[src/rtl/lsu_seq_if.sv]
// Core/data-memory bus bundle for the load/store sequencer.
// slave modport: the sequencer (takes requests and mem_rd, drives busy/resp/mem strobes).
// master modport: the core plus memory side (drives requests and mem_rd).
interface lsu_seq_if;
    logic        req_valid;
    logic        req_we;
    logic [2:0]  req_funct3;
    logic [31:0] req_addr;
    logic [31:0] req_wdata;
    logic        busy;
    logic        resp_valid;
    logic [31:0] resp_rdata;
    logic        resp_err;
    logic        mem_we;
    logic [31:0] mem_a;
    logic [31:0] mem_wd;
    logic [2:0]  mem_size;
    logic [31:0] mem_rd;

    modport slave (
        input  req_valid, req_we, req_funct3, req_addr, req_wdata, mem_rd,
        output busy, resp_valid, resp_rdata, resp_err,
        output mem_we, mem_a, mem_wd, mem_size
    );

    modport master (
        output req_valid, req_we, req_funct3, req_addr, req_wdata, mem_rd,
        input  busy, resp_valid, resp_rdata, resp_err,
        input  mem_we, mem_a, mem_wd, mem_size
    );
endinterface

[src/rtl/lsu_seq.sv]
// Load/store initiator: aligned accesses go straight to dmem, misaligned ones are split into byte accesses.
// Latency: aligned/illegal respond combinationally in the request cycle; misaligned N-byte access is N busy cycles + 1 DONE cycle.
// Backpressure: busy stalls the core, which holds the request stable until resp_valid.
// Ports: clk, reset (sync, active-high), bus (lsu_seq_if.slave: req_*, busy, resp_*, mem_*).
module lsu_seq #(
    parameter bit MISALIGN_EN = 1'b1
) (
    input  logic     clk,
    input  logic     reset,
    lsu_seq_if.slave bus
);
    typedef enum logic [1:0] {
        IDLE  = 2'd0,
        SPLIT = 2'd1,
        DONE  = 2'd2
    } state_t;

    state_t      state, state_nxt;
    logic [1:0]  cnt, cnt_nxt;
    logic [31:0] acc, acc_nxt;

    logic        busy, resp_valid, resp_err, mem_we;
    logic [31:0] resp_rdata, mem_a, mem_wd;
    logic [2:0]  mem_size;

    logic        legal, aligned;
    logic [1:0]  last_idx;
    logic [31:0] byte_addr;
    logic [7:0]  rd_byte, wd_byte;
    logic [31:0] rd_shift;

    function automatic logic [31:0] extend(input logic [2:0] f3, input logic [31:0] d);
        case (f3)
            3'b000:  extend = {{24{d[7]}}, d[7:0]};
            3'b001:  extend = {{16{d[15]}}, d[15:0]};
            3'b100:  extend = {24'd0, d[7:0]};
            3'b101:  extend = {16'd0, d[15:0]};
            default: extend = d;
        endcase
    endfunction

    // Request decode and byte-lane steering.
    always_comb begin
        legal = 1'b0;
        case (bus.req_funct3)
            3'b000, 3'b001, 3'b010: legal = 1'b1;
            3'b100, 3'b101:         legal = !bus.req_we;
            default:                legal = 1'b0;
        endcase

        aligned = 1'b0;
        case (bus.req_funct3[1:0])
            2'b00:   aligned = 1'b1;
            2'b01:   aligned = !bus.req_addr[0];
            2'b10:   aligned = (bus.req_addr[1:0] == 2'b00);
            default: aligned = 1'b0;
        endcase

        // Index of the final byte of a split H or W access.
        last_idx  = bus.req_funct3[1] ? 2'd3 : 2'd1;
        // cnt is 0 in IDLE, so byte 0 uses the same path as the SPLIT bytes.
        byte_addr = bus.req_addr + {30'd0, cnt};
        rd_byte   = bus.mem_rd[{byte_addr[1:0], 3'b000} +: 8];
        wd_byte   = bus.req_wdata[{cnt, 3'b000} +: 8];
        // Bring the addressed byte/half down to bit 0 for aligned loads.
        rd_shift  = bus.mem_rd >> {bus.req_addr[1:0], 3'b000};
    end

    always_comb begin
        state_nxt  = state;
        cnt_nxt    = cnt;
        acc_nxt    = acc;
        busy       = 1'b0;
        resp_valid = 1'b0;
        resp_err   = 1'b0;
        resp_rdata = 32'd0;
        mem_we     = 1'b0;
        mem_a      = bus.req_addr;
        mem_wd     = 32'd0;
        mem_size   = 3'b000;

        case (state)
            IDLE: begin
                if (bus.req_valid) begin
                    if (!legal || (!aligned && !MISALIGN_EN)) begin
                        resp_valid = 1'b1;
                        resp_err   = 1'b1;
                    end else if (aligned) begin
                        mem_size   = {1'b0, bus.req_funct3[1:0]};
                        mem_we     = bus.req_we;
                        mem_wd     = bus.req_wdata;
                        resp_valid = 1'b1;
                        if (!bus.req_we) begin
                            resp_rdata = extend(bus.req_funct3, rd_shift);
                        end
                    end else begin
                        busy   = 1'b1;
                        mem_a  = byte_addr;
                        mem_we = bus.req_we;
                        mem_wd = {24'd0, wd_byte};
                        if (!bus.req_we) begin
                            acc_nxt[7:0] = rd_byte;
                        end
                        cnt_nxt   = 2'd1;
                        state_nxt = SPLIT;
                    end
                end
            end
            SPLIT: begin
                busy   = 1'b1;
                mem_a  = byte_addr;
                mem_we = bus.req_we;
                mem_wd = {24'd0, wd_byte};
                if (!bus.req_we) begin
                    acc_nxt[{cnt, 3'b000} +: 8] = rd_byte;
                end
                cnt_nxt = cnt + 2'd1;
                if (cnt == last_idx) begin
                    state_nxt = DONE;
                end
            end
            DONE: begin
                resp_valid = 1'b1;
                if (!bus.req_we) begin
                    resp_rdata = extend(bus.req_funct3, acc);
                end
                cnt_nxt   = 2'd0;
                acc_nxt   = 32'd0;
                state_nxt = IDLE;
            end
            default: begin
                cnt_nxt   = 2'd0;
                acc_nxt   = 32'd0;
                state_nxt = IDLE;
            end
        endcase

        // Reset suppresses every side effect, including a write in flight.
        if (reset) begin
            busy       = 1'b0;
            resp_valid = 1'b0;
            resp_err   = 1'b0;
            resp_rdata = 32'd0;
            mem_we     = 1'b0;
        end
    end

    always_ff @(posedge clk) begin
        if (reset) begin
            state <= IDLE;
            cnt   <= 2'd0;
            acc   <= 32'd0;
        end else begin
            state <= state_nxt;
            cnt   <= cnt_nxt;
            acc   <= acc_nxt;
        end
    end

    assign bus.busy       = busy;
    assign bus.resp_valid = resp_valid;
    assign bus.resp_err   = resp_err;
    assign bus.resp_rdata = resp_rdata;
    assign bus.mem_we     = mem_we;
    assign bus.mem_a      = mem_a;
    assign bus.mem_wd     = mem_wd;
    assign bus.mem_size   = mem_size;
endmodule
[src/flat_wrapper.sv]
// flat-port wrapper written by rule: the top's interface ports become plain ports
module lsu_seq_flat 
#(
    parameter bit MISALIGN_EN = 1'b1
)
  (clk, reset, bus_req_valid, bus_req_we, bus_req_funct3, bus_req_addr, bus_req_wdata, bus_mem_rd, bus_busy, bus_resp_valid, bus_resp_rdata, bus_resp_err, bus_mem_we, bus_mem_a, bus_mem_wd, bus_mem_size);
  lsu_seq_if bus_i ();
  input  logic clk;
  input  logic reset;
  input wire logic [$bits(bus_i.req_valid)-1:0] bus_req_valid;
  input wire logic [$bits(bus_i.req_we)-1:0] bus_req_we;
  input wire logic [$bits(bus_i.req_funct3)-1:0] bus_req_funct3;
  input wire logic [$bits(bus_i.req_addr)-1:0] bus_req_addr;
  input wire logic [$bits(bus_i.req_wdata)-1:0] bus_req_wdata;
  input wire logic [$bits(bus_i.mem_rd)-1:0] bus_mem_rd;
  output wire logic [$bits(bus_i.busy)-1:0] bus_busy;
  output wire logic [$bits(bus_i.resp_valid)-1:0] bus_resp_valid;
  output wire logic [$bits(bus_i.resp_rdata)-1:0] bus_resp_rdata;
  output wire logic [$bits(bus_i.resp_err)-1:0] bus_resp_err;
  output wire logic [$bits(bus_i.mem_we)-1:0] bus_mem_we;
  output wire logic [$bits(bus_i.mem_a)-1:0] bus_mem_a;
  output wire logic [$bits(bus_i.mem_wd)-1:0] bus_mem_wd;
  output wire logic [$bits(bus_i.mem_size)-1:0] bus_mem_size;
  assign bus_i.req_valid = bus_req_valid;
  assign bus_i.req_we = bus_req_we;
  assign bus_i.req_funct3 = bus_req_funct3;
  assign bus_i.req_addr = bus_req_addr;
  assign bus_i.req_wdata = bus_req_wdata;
  assign bus_i.mem_rd = bus_mem_rd;
  assign bus_busy = bus_i.busy;
  assign bus_resp_valid = bus_i.resp_valid;
  assign bus_resp_rdata = bus_i.resp_rdata;
  assign bus_resp_err = bus_i.resp_err;
  assign bus_mem_we = bus_i.mem_we;
  assign bus_mem_a = bus_i.mem_a;
  assign bus_mem_wd = bus_i.mem_wd;
  assign bus_mem_size = bus_i.mem_size;
  lsu_seq #(.MISALIGN_EN(MISALIGN_EN)) u_core (.clk(clk), .reset(reset), .bus(bus_i));
endmodule
[config.mk]
export PLATFORM = sky130hd
export DESIGN_NAME = lsu_seq_flat
export DESIGN_NICKNAME = d
export VERILOG_FILES = /design/src/rtl/lsu_seq_if.sv /design/src/rtl/lsu_seq.sv /design/src/flat_wrapper.sv
export SDC_FILE = /design/constraint.sdc
export NUM_CORES = 1
export LEC_CHECK = 0
export BUFFER_PORTS_ARGS = -buffer_cell sky130_fd_sc_hd__buf_4
export CORE_MARGIN = 5
export CORE_UTILIZATION = 46
export DETAILED_ROUTE_END_ITERATION = 6
export PLACE_DENSITY = 0.79
export SYNTH_ARGS = -nofsm -noshare
export SYNTH_HDL_FRONTEND = slang
export SYNTH_SLANG_ARGS = --single-unit
[constraint.sdc]
create_clock -name clk -period 6.9 [get_ports clk]
set_input_delay 1.38 -clock clk [delete_from_list [all_inputs] [get_ports clk]]
set_output_delay 1.38 -clock clk [all_outputs]
set_load 0.1 [all_outputs]
==> results of run 1 <==
metal layers:
metal	vias up	wire, um	global-route usage (%)
met3	41	1390	5.51
met2	268	8250	47.7
met4	0	451	9.56
met1	2471	6270	32.0
li1	2434	-	-
met5	-	0	0
cell usage after synthesis (all sizes together) (9+ instances only):
| cell type | number | area share [%] |
|---|---|---|
| a21oi | 36 | 4.0 |
| nor3 | 11 | 1.2 |
| a22oi | 32 | 5.4 |
| nand3 | 16 | 1.8 |
| clkbuf | 27 | 2.3 |
| nor2 | 56 | 4.8 |
| xor2 | 29 | 5.7 |
| a2111oi | 21 | 7.6 |
| nor2b | 27 | 3.8 |
| mux4 | 18 | 9.1 |
| o21ai | 23 | 2.7 |
| and2 | 25 | 3.5 |
| dfxtp | 36 | 16 |
| buf | 18 | 2.3 |
| inv | 10 | 0.84 |
| mux2i | 24 | 5.4 |
| mux2 | 9 | 2.3 |
| nand4 | 10 | 1.4 |
| nand2 | 55 | 4.6 |
worst paths after layout:
path              cells after the start                        from                         end  slack, ps
setup reg to reg                      7  u_core.cnt[0]$_SDFFE_PP0P_  u_core.acc[4]$_SDFFE_PP0P_       3730
hold / removal                        2  u_core.acc[4]$_SDFFE_PP0P_  u_core.acc[4]$_SDFFE_PP0P_        470
setup / recovery                      6             bus_req_addr[1]               bus_mem_a[24]       1420
hold reg to reg                       2  u_core.acc[4]$_SDFFE_PP0P_  u_core.acc[4]$_SDFFE_PP0P_        470
logic make-up after synthesis:
kind of cell               Yosys count  synth area share (%)
adders and majority gates            8                  2.40
buffers and inverters               56                  5.48
other                                1                0.0838
AOI/OAI and AO/OA                  158                  28.1
muxes                               51                  16.7
and+or+nand+nor                    223                  25.1
xor gates and xnor gates            31                  6.07
DFF                                 36                  16.1
registers in the layout, summed over array words and instances, names as in the netlist:
name / flops
u_core.state: 2
u_core.acc: 32
u_core.cnt: 2
power by group:
group	total [W]	internal, W	switching (W)	leakage (nW)
clock network	0.000163	0.0000889	0.0000738	0.0503
registers	0.000217	0.000210	0.00000631	0.290
logic	0.000443	0.000135	0.000308	2.16
total	0.000823	0.000435	0.000388	2.51
through the flow:
step | power [W] | util [%] | instance area, um^2 | hold WS (ps) | setup slack (ps)
3_3_place_gp | 0.000656 | 62.2 | 6000 | 458 | 1510
2_1_floorplan | 0.000530 | - | 4480 | 443 | 526
6_report | 0.000823 | 63.3 | 6100 | 470 | 1420
5_1_grt | 0.000856 | 63.3 | 6100 | 501 | 1200
3_5_place_dp | 0.000661 | 62.2 | 6000 | 460 | 1430
4_1_cts | 0.000822 | 63.2 | 6090 | 470 | 1420
area by class of cell:
| cell class | count | area (um^2) |
|---|---|---|
| timing repair buffer | 206 | 1550 |
| multi-input combinational | 472 | 3530 |
| fill | 875 | 3540 |
| inverter | 11 | 41.3 |
| sequential | 36 | 721 |
| tap | 133 | 166 |
| clock buffer | 7 | 96.3 |
worst max-delay path, cell delays in order:
cell and delay (ps):
buf_4 200, clkinv_1 490, fa_1 950, a2111oi_0 580
xor2_1 190, buf_4 310
==> results_dict.tcl, run 1 <==
set metrics [dict create \
    status "complete, no violations" \
    fin_crit_sh_pct 79.5 \
    wl_mm 16.4 \
    viasPerCell 6.03 \
    timing.final.hold_violations 0 \
    ys_warn_count 0 \
    cts.sinks 36 \
    setup_viol 0 \
    synthFlopType "dfxtp_1" \
    initial_utilization_pct 46.4 \
    drcViolationCount 0 \
    numCtsBuffers 5 \
    grt_max_degree 45 \
    dr.pass1.iters 5 \
    setup.worst_path.end_class "output pin" \
    required_ps 5520 \
    cts_tree "yes" \
    root_buffer "clkbuf_8" \
    hpwl_mm 12.7 \
    tightest_slew_ps 1060 \
    postCtsSetupBuffers 0 \
    crit_type "input pin to output pin" \
    synth_cell_types 58 \
    synthCells 564 \
    core_area_um2 9640 \
    synth.avg_cell_area_um2 7.94 \
    layout-drive-gt1-share_pct 36.9 \
    overflow 0 \
    ctsResizeCount 0 \
    dp_cells 858 \
    io_pins 206 \
    fmax_mhz 182 \
    ant_nets 0 \
    die_x_um 109 \
    grt_pass1_wl_mm 25.6 \
    syn_area_um2 4480 \
    worstPathMaxFanout 18 \
    drt_iter0_drc 423 \
    die_h_um 109 \
    synth-seq-area-share_pct 16.1 \
    instances_no_fill 865 \
    peakVddDrop_mv 0.0644 \
    hold_buffers 0 \
    layout_common_cells "206 x buf_4, 55 x nand2_1, 54 x nor2_1" \
    async_reset_ff_share_pct 0 \
    rsz0062_at_grt "false" \
    final_max_slew_viol_count 0 \
    htree_levels 2 \
    cts.path.max_buffers 2 \
    skew_ps 6.16 \
    hp-class "flip-flop to flip-flop" \
    vias 5214 \
    nets 843 \
    grt_pass1_vias 5132 \
    p_leak_nw 2.51 \
    power_density_nw_per_um2 135 \
    diodes 0 \
    insertion_delay_ps 290 \
    synthToLayoutAreaGrowth_pct 36.3 \
    synth_edf_count 0 \
    max-cap-violations 0 \
    grt.total_usage_pct 26.9 \
    final_common_cell "buf_4" \
    fin_setup_tns_ps 0 \
    gp_congestion 0.906 \
    row_count 36 \
    fin_crit_ps 5480 \
    cp-start-kind "input pin" \
    die_area_um2 11800 \
    maxSlewHeadroom_pct 28.9 \
    syn_nets 675 \
    port-buffer-count 204 \
    path_clk_slew_ps 70 \
    critPathArrivalTime_ps 4100 \
    synth_seq_cells 36 \
    wl_per_cell_um 18.9 \
    antenna_found_initial 0 \
]
(Power assumes the default switching activity.)
==> run 2, diff against run 1 <==
--- a/config.mk
+++ b/config.mk
@@ -5,11 +5,12 @@
 export SDC_FILE = /design/constraint.sdc
 export NUM_CORES = 1
 export LEC_CHECK = 0
+export ABC_AREA = 1
 export BUFFER_PORTS_ARGS = -buffer_cell sky130_fd_sc_hd__buf_4
 export CORE_MARGIN = 5
 export CORE_UTILIZATION = 46
 export DETAILED_ROUTE_END_ITERATION = 6
-export PLACE_DENSITY = 0.79
+export PLACE_DENSITY = 0.77
 export SYNTH_ARGS = -nofsm -noshare
 export SYNTH_HDL_FRONTEND = slang
 export SYNTH_SLANG_ARGS = --single-unit
==> constraint.sdc (replaced) <==
create_clock -name clk -period 5.71 [get_ports clk]
set_input_delay 1.142 -clock clk [delete_from_list [all_inputs] [get_ports clk]]
set_output_delay 1.142 -clock clk [all_outputs]
set_load 0.1 [all_outputs]
==> results_dict.tcl, run 2 <==
set metrics [dict create \
    hold_buffers 0 \
    synthFlopType "dfxtp_1" \
    nets 1263 \
    grt_pass1_vias 6481 \
    overflow 0 \
    yosysMostFrequentCell "nand2_1" \
    die_x_um 115 \
    antenna_found_initial 0 \
    die_h_um 115 \
    intPower_w 0.000525 \
    grt_max_degree 42 \
    whs_endpoint "u_core.acc[22]$_SDFFE_PP0P_" \
    dr.max_layer_used "met4" \
    drt_iter0_drc 678 \
    vias 7082 \
    reg_top3 "u_core.acc: 32 flops, u_core.cnt: 2 flops, u_core.state: 2 flops" \
    synth_top_area_share_pct 24.9 \
    drcViolationCount 0 \
    critPathArrivalTime_ps 3780 \
    dr.pass1.iters 6 \
    fmax_mhz 203 \
    power_density_nw_per_um2 178 \
    p_leak_nw 3.37 \
    setup_viol 0 \
    synth.avg_cell_area_um2 5.19 \
    syn_nets 1096 \
    syn_area_um2 5120 \
    core_area_um2 10900 \
    setup.worst_path.end_class "output pin" \
    fin_crit_sh_pct 86.2 \
    cp-start-kind "input pin" \
    diodes 0 \
    reg2reg_setup_slack_ps 3050 \
    layout_common_cells "340 x nand2_1, 208 x buf_4, 129 x nand3_1" \
    synthCells 985 \
    synth_seq_cells 36 \
    pwr-share-comb_pct 62.0 \
    postCtsSetupBuffers 0 \
    path_clk_slew_ps 90 \
    fin_total_pwr_w 0.00120 \
    htree_levels 2 \
    ant_nets 0 \
    max-cap-violations 0 \
    min-delay-start "u_core.acc[22]$_SDFFE_PP0P_" \
    skew_ps 12.2 \
    cts.sinks 36 \
    gp_congestion 0.926 \
    peakVddDrop_mv 0.131 \
    numCtsBuffers 5 \
    die_area_um2 13300 \
    final_util_pct 61.5 \
    r2r-start "u_core.cnt[0]$_SDFFE_PP0P_" \
    io_pins 206 \
    fin_setup_tns_ps 0 \
    synth.top_cells.by_count "340 x nand2_1, 129 x nand3_1, 93 x inv_1" \
    wl_met2_mm 9.51 \
    tightest_slew_ps 899 \
    grt.total_usage_pct 28.9 \
    cts_tree "yes" \
    rr_worst_depth 7 \
    hpwl_mm 15.8 \
    maxSlewHeadroom_pct 39.9 \
    met3_length_mm 1.80 \
    worstPathMaxFanout 36 \
    synth_cell_types 39 \
    insertion_delay_ps 300 \
    status "complete, no violations" \
    ys_warn_count 0 \
    row_count 38 \
    viasPerCell 5.48 \
    synth.largest_area_cell "nand2_1" \
    cts.path.max_buffers 2 \
    synth_area_leaders "nand2_1 25%, dfxtp_1 14%, nand3_1 13%, a21oi_1 7.7%, inv_1 6.8%" \
    hold_depth 2 \
    hp-class "flip-flop to flip-flop" \
    power_frac_clock_pct 15.9 \
    synth-seq-area-share_pct 14.1 \
    largest_register_ff_count 32 \
    synthToLayoutAreaGrowth_pct 30.9 \
    final_max_slew_viol_count 0 \
    pwr-share-seq_pct 22.1 \
    final_common_cell "nand2_1" \
    timing.final.hold_violations 0 \
    crit_type "input pin to output pin" \
    wl_per_cell_um 15.5 \
    synth_edf_count 0 \
    switching_share_pct 56.0 \
    required_ps 4570 \
    r2r-end "u_core.acc[17]$_SDFFE_PP0P_" \
    grt_pass1_wl_mm 31.0 \
    wl_mm 20.0 \
    port-buffer-count 204 \
    async_reset_ff_share_pct 0 \
    initial_utilization_pct 47.0 \
    fin_crit_ps 4920 \
    p_sw_w 0.000670 \
    m1WireLength_mm 8.00 \
    rsz0062_at_grt "false" \
    layout-drive-gt1-share_pct 22.1 \
    ctsResizeCount 0 \
    largest-register "u_core.acc" \
    root_buffer "clkbuf_8" \
]
## run 2: changes by cell type in the layout (fill, tap and decap cells not counted), sizes merged, moves of 17 or more
cell and change:
nand3 +117, xor2 -19, a2111oi -21, mux4 -18, nor2b -27, nand2 +293
inv +93, mux2i -17, nor2 +47, o21ai +45, a22oi -32, and2 -25
a21oi +43
## run 2: metrics by stage
step	hold slack [ps]	worst slack, ps	area [um^2]	std cells
3_3_place_gp	450	866	6610	1285
5_1_grt	490	550	6700	1293
4_1_cts	466	820	6700	1293
3_5_place_dp	453	819	6610	1285
6_report	467	785	6700	1293
2_1_floorplan	442	279	5120	985
## run 2: routing by layer
metal,vias up,track usage (%)
met5,-,0
met4,0,11.7
met3,61,6.37
met2,342,48.6
met1,3175,35.7
li1,3504,-
## run 2: cell type report
type / count / area [um^2]
clock buffers: 5 / 68.8
clock inverters: 3 / 18.8
fillers: 1138 / 4190
inverters: 104 / 393
multi-input cells: 797 / 3760
flip-flops and latches: 36 / 721
well taps: 140 / 175
repair buffers: 208 / 1560
## run 2: cell families after synthesis
kind of cell             count (synthesis)  share of synthesized area, %
XOR/XNOR                                14                          2.40
adder cells (fa/ha/maj)                  8                          2.10
other                                    1                        0.0733
AND/OR/NAND/NOR                        614                          51.9
buffers and inverters                  152                          12.4
multiplexers                             7                          1.37
flip-flops                              36                          14.1
AO/OA/AOI/OAI                          153                          15.7
## run 2: how the worst max path moves through the flow
stage,startpoint,endpoint,slack [ps],depth (start not counted)
after floorplan,bus_req_addr[1],bus_mem_a[10],280,11
after global placement,bus_req_addr[1],bus_mem_a[26],870,13
after detailed placement,bus_req_addr[0],bus_mem_a[22],820,14
after CTS,bus_req_addr[1],bus_mem_a[22],820,13
after global routing,bus_req_addr[1],bus_mem_a[22],550,13
final,bus_req_addr[1],bus_mem_a[22],790,13
## run 2: worst max-delay path: stages
cell and delay [ps]:
buf_4 290, inv_2 230, fa_1 500, inv_1 90, nand2_1 100, nor2_2 160
nand2_1 130, nor2_2 300, nand2_1 160, inv_1 190, nand4_1 100, nand2_1 80
buf_4 280
## run 2: power by group through the flow
stage                     combinational [W]  sequential, W  clock [W]
after global routing               0.000791       0.000265   0.000207
after floorplan                    0.000534       0.000269          0
after detailed placement           0.000733       0.000270          0
final                              0.000741       0.000264   0.000190
after CTS                          0.000735       0.000264   0.000195
after global placement             0.000731       0.000270          0
